--- src/rtl/pipe_issue.sv ---
// In-order issue unit: instruction FIFO feeding the ALU pipeline with RAW interlock.
// Define PIPE_ISSUE_HAZARD_EN to build the scoreboard, interlock and stall counter.
module pipe_issue #(
    parameter int unsigned DEPTH    = 4,
    parameter int unsigned PIPE_LAT = 3
) (
    input  logic        clk1,
    input  logic        rst,
    input  logic        in_valid,
    output logic        in_ready,
    input  logic [23:0] in_instr,
    output logic [3:0]  rs1,
    output logic [3:0]  rs2,
    output logic [3:0]  rd,
    output logic [3:0]  func,
    output logic [7:0]  addr,
    output logic        issue_valid,
    output logic [15:0] stall_count,
    output logic        busy
);
    localparam int unsigned AW = (DEPTH > 1) ? $clog2(DEPTH) : 1;

    if (DEPTH < 2 || (DEPTH & (DEPTH - 1)) != 0) begin : g_bad_depth
        $error("pipe_issue: DEPTH must be a power of two >= 2");
    end
    if (PIPE_LAT < 1) begin : g_bad_lat
        $error("pipe_issue: PIPE_LAT must be >= 1");
    end

    logic [23:0]   mem_q [DEPTH];
    logic [AW-1:0] wr_ptr_q, rd_ptr_q;
    logic [AW:0]   count_q, count_d;
    logic          empty, full, push, pop, hazard;
    logic [23:0]   head;

    logic [3:0]    rs1_q, rs2_q, rd_q, func_q;
    logic [3:0]    rs1_d, rs2_d, rd_d, func_d;
    logic [7:0]    addr_q, addr_d;
    logic          issue_valid_q;

    assign empty    = (count_q == '0);
    assign full     = (count_q == (AW + 1)'(DEPTH));
    assign in_ready = !full && !rst;
    assign push     = in_valid && in_ready;
    assign head     = mem_q[rd_ptr_q];
    assign pop      = !empty && !hazard;

    always_comb begin
        count_d = count_q;
        case ({push, pop})
            2'b10:   count_d = count_q + (AW + 1)'(1);
            2'b01:   count_d = count_q - (AW + 1)'(1);
            default: count_d = count_q;
        endcase
    end

    always_comb begin
        func_d = func_q;
        rd_d   = rd_q;
        rs1_d  = rs1_q;
        rs2_d  = rs2_q;
        addr_d = addr_q;
        if (pop) begin
            func_d = head[23:20];
            rd_d   = head[19:16];
            rs1_d  = head[15:12];
            rs2_d  = head[11:8];
            addr_d = head[7:0];
        end
    end

    always_ff @(posedge clk1) begin
        if (rst) begin
            wr_ptr_q      <= '0;
            rd_ptr_q      <= '0;
            count_q       <= '0;
            func_q        <= '0;
            rd_q          <= '0;
            rs1_q         <= '0;
            rs2_q         <= '0;
            addr_q        <= '0;
            issue_valid_q <= 1'b0;
        end else begin
            if (push) wr_ptr_q <= wr_ptr_q + AW'(1);
            if (pop)  rd_ptr_q <= rd_ptr_q + AW'(1);
            count_q       <= count_d;
            func_q        <= func_d;
            rd_q          <= rd_d;
            rs1_q         <= rs1_d;
            rs2_q         <= rs2_d;
            addr_q        <= addr_d;
            issue_valid_q <= pop;
        end
    end

    // Storage needs no reset: occupancy is tracked by count_q alone.
    always_ff @(posedge clk1) begin
        if (push) mem_q[wr_ptr_q] <= in_instr;
    end

`ifdef PIPE_ISSUE_HAZARD_EN
    logic [PIPE_LAT-1:0] sb_valid_q;
    logic [3:0]          sb_rd_q [PIPE_LAT];
    logic [15:0]         stall_q;

    always_comb begin
        hazard = 1'b0;
        for (int unsigned k = 0; k < PIPE_LAT; k++) begin
            if (sb_valid_q[k] && (sb_rd_q[k] == head[15:12] || sb_rd_q[k] == head[11:8])) begin
                hazard = 1'b1;
            end
        end
    end

    // Entry k holds an rd issued k+1 edges ago; it drops out once written back.
    always_ff @(posedge clk1) begin
        if (rst) begin
            sb_valid_q <= '0;
            for (int unsigned k = 0; k < PIPE_LAT; k++) sb_rd_q[k] <= '0;
            stall_q    <= '0;
        end else begin
            sb_valid_q[0] <= pop;
            sb_rd_q[0]    <= rd_d;
            for (int unsigned k = 1; k < PIPE_LAT; k++) begin
                sb_valid_q[k] <= sb_valid_q[k-1];
                sb_rd_q[k]    <= sb_rd_q[k-1];
            end
            if (!empty && hazard && stall_q != 16'hFFFF) stall_q <= stall_q + 16'd1;
        end
    end

    assign stall_count = stall_q;
    assign busy        = !empty || (|sb_valid_q);
`else
    assign hazard      = 1'b0;
    assign stall_count = '0;
    assign busy        = !empty;
`endif

    assign func        = func_q;
    assign rd          = rd_q;
    assign rs1         = rs1_q;
    assign rs2         = rs2_q;
    assign addr        = addr_q;
    assign issue_valid = issue_valid_q;

endmodule

--- config.mk ---
export PLATFORM = sky130hd
export DESIGN_NAME = pipe_issue
export DESIGN_NICKNAME = d
export VERILOG_FILES = /design/src/rtl/pipe_issue.sv
export SDC_FILE = /design/constraint.sdc
export NUM_CORES = 1
export LEC_CHECK = 0
export BUFFER_PORTS_ARGS = -buffer_cell sky130_fd_sc_hd__buf_4
export CORE_AREA = 2 2 114 116
export CTS_BUF_LIST = sky130_fd_sc_hd__clkbuf_8
export DETAILED_ROUTE_END_ITERATION = 16
export DIE_AREA = 0 0 116 118
export HOLD_SLACK_MARGIN = 0.02
export PLACE_DENSITY = 0.57
export SLEW_MARGIN = 30
export SYNTH_ARGS = -nofsm -noshare
export SYNTH_HDL_FRONTEND = slang
export SYNTH_SLANG_ARGS = --single-unit
--- constraint.sdc ---
create_clock -name clk1 -period 3.15 [get_ports clk1]
set_input_delay 0.1575 -clock clk1 [delete_from_list [all_inputs] [get_ports clk1]]
set_output_delay 0.1575 -clock clk1 [all_outputs]
set_load 0.05 [all_outputs]
==> results.ini <==
[routing]
avgRoutedWirePerCell_um=16.9
drc_errors=0
vias_per_cell=4.70
ant_nets=0
vias=2430
drt_first_pass_iters=4
drt_iter0_drc=155
finalWirelength_um=8760

[cells_and_area]
layout-drive-gt1-share_pct=33.3
areaGrowthSynthToFinish_pct=23.8
seqCellArea_um2=3520
diodes=0
final_nets=365
postLayoutCoreUtil_pct=48.5
fin_area_um2=6020
fillCellCount=1074
multi_input_area_um2=1130

[logic_synthesis]
yosys_warnings=0
synth_area_per_cell_um2=20.1
yosys.area.top_type=edfxtp_1
synth-seq-cells=128
synthArstFlopShare_pct=0
synth.distinct_cells=30
synth_seq_area_share_pct=72.5
synth.top_cell.area_share_pct=59.3
ys_top_cells_by_count=edfxtp_1 (96), dfxtp_1 (32), a22o_1 (19)
synth_area_leaders=edfxtp_1 (59%), dfxtp_1 (13%), mux4_2 (7.4%), mux4_1 (4.3%), a22o_1 (3.4%)
synth.most_common_cell=edfxtp_1
syn_area_um2=4860
synth_edf_count=96
ys.flop_type=edfxtp_1
syn_inst=242

[min_path]
holdCritPathClass=in -> reg

[clocking]
ctsHtreeMaxLevel=4
post_cts.resized_instances=0
clkLatencyLatePin_ns=0.43
clk_path_buf_depth=2
path_clk_slew_ns=0.07
cts_buffers=17
cts_tree=done
cts-root-buf=clkbuf_8
cts.sinks=128

[timing]
fin_hold_ws_ns=0.252
max-slew-margin-rel_pct=48.2
hold_viol=0
worst_slew_pin_slew_ns=0.776
setup_viol=0
min_period_over_period_pct=70.7
finalSetupTns_ns=0
fin_crit_ns=2.23
rsz0062_at_grt=no
final_max_slew_viol_count=0
fmax_ghz=0.449
clock_skew_ns=0.00659

[grt]
grt_usage_pct=14.2
grt_pass1_vias=2538
grt_antenna_before_repair=0
grt_pass1_wl_um=13800
grt_max_degree=26
grt_overflow=0

[power_and_ir_drop]
p_leak_nw=2.21
ir_drop_v=0.000560
p_total_mw=5.53
p_per_area_nw_per_um2=919

[placed_design]
gp_congestion=0.647
placed_area_um2=5330
portBuffers=53
dpl.hpwl_um=5020

[die]
core_um2=12400
num_rows=41
chipHeight_um=118
pin_count=70
die_w_um=116
initial_core_util_pct=39.1
die_area_um2=13700

[setup_path]
path_cells=or3_1 > ha_1 > fa_1 > xnor2_1 > or3_1 > a21oi_1
cp_common_cell=or3_1
end_kind=flip-flop
crit_slowest_cell=or3_1
crit_fanout=5
start_kind=flip-flop
cp_slowest_stage_delay_ns=0.54
worstPathArrival_ns=2.59
crit_type=reg -> reg
crit_required_ns=3.52

[job]
cap_viol_max_count=0

[outcome]
status=finished, final reports clean

[sequential cells by signal, summed over array words and instances (netlist names)]
register	count
wr_ptr_q	2
rs2	4
func	4
mem_q	96
rd	4
rd_ptr_q	2
addr	8
issue_valid	1
rs1	4
count_q	3
[repair_timing]
action,in CTS,in global routing
hold buffers,25,0
setup endpoints to repair,0,0
buffers inserted,0,0
endpoints found under the hold margin,101,0
[report_power, final]
part	leakage (nW)	switching (mW)	internal, mW
logic	0.847	1.07	0.708
clock network	0.224	0.607	0.883
registers	1.14	0.195	2.07
[worst max-delay path: cells and delay by family, from the launching register on]
| family | cells | cell delay, ns |
|---|---|---|
| compound gates | 1 | 0.13 |
| simple gates | 2 | 0.85 |
| xor+xnor | 1 | 0.14 |
| fa+ha+maj | 2 | 0.68 |
| flops | 1 | 0.36 |
[area by class of cell]
cell class,count,share of cell area (%)
inverter,3,0.187
multi-input combinational,97,18.8
timing repair buffer,85,11.6
sequential,128,58.6
clock inverter,10,2.20
tap,172,3.58
clock buffer,22,5.03
[metrics by stage]
step                      std cells  setup WS [ns]
after floorplan                 257          0.892
after global routing            517          0.779
after global placement          460          0.958
final                           517          0.924
after CTS                       517          0.910
after detailed placement        460          0.924
[cells in the final DEF, fill, tap and decap left out, drive strengths merged, types with 5 or more instances in the layout]
cell type    count
dfxtp           32
clkinv           5
conb            16
nor2             7
clkbuf          22
mux4            24
edfxtp          96
buf             60
ha               5
a22o            24
dlygate4sd3     25
[routing by layer]
metal,up-vias,wire length (um),GRT usage [%]
met4,0,124,5.36
met3,13,467,5.87
li1,1113,-,-
met5,-,0,0
met1,1239,3940,18.0
met2,65,4230,21.7
[final timing paths]
check        slack [ns]               startpoint  cells past startpoint                        to
max                0.92  count_q[0]$_SDFFE_PP0P_                      6   count_q[2]$_SDFFE_PP0P_
max reg2reg        0.92  count_q[0]$_SDFFE_PP0P_                      6   count_q[2]$_SDFFE_PP0P_
min                0.25                 in_valid                      4  wr_ptr_q[0]$_SDFFE_PP0P_
min reg2reg        0.48     addr[4]$_SDFFE_PP0P_                      1      addr[4]$_SDFFE_PP0P_
[cell families after synthesis]
| logic type | synth area share (%) |
|---|---|
| AOI/OAI and AO/OA | 4.81 |
| xor gates and xnor gates | 0.721 |
| adders and majority gates | 1.70 |
| buffers and inverters | 5.43 |
| DFF | 72.5 |
| muxes | 12.4 |
| other | 0.0772 |
| and+or+nand+nor | 2.37 |
(Power assumes the default switching activity.)
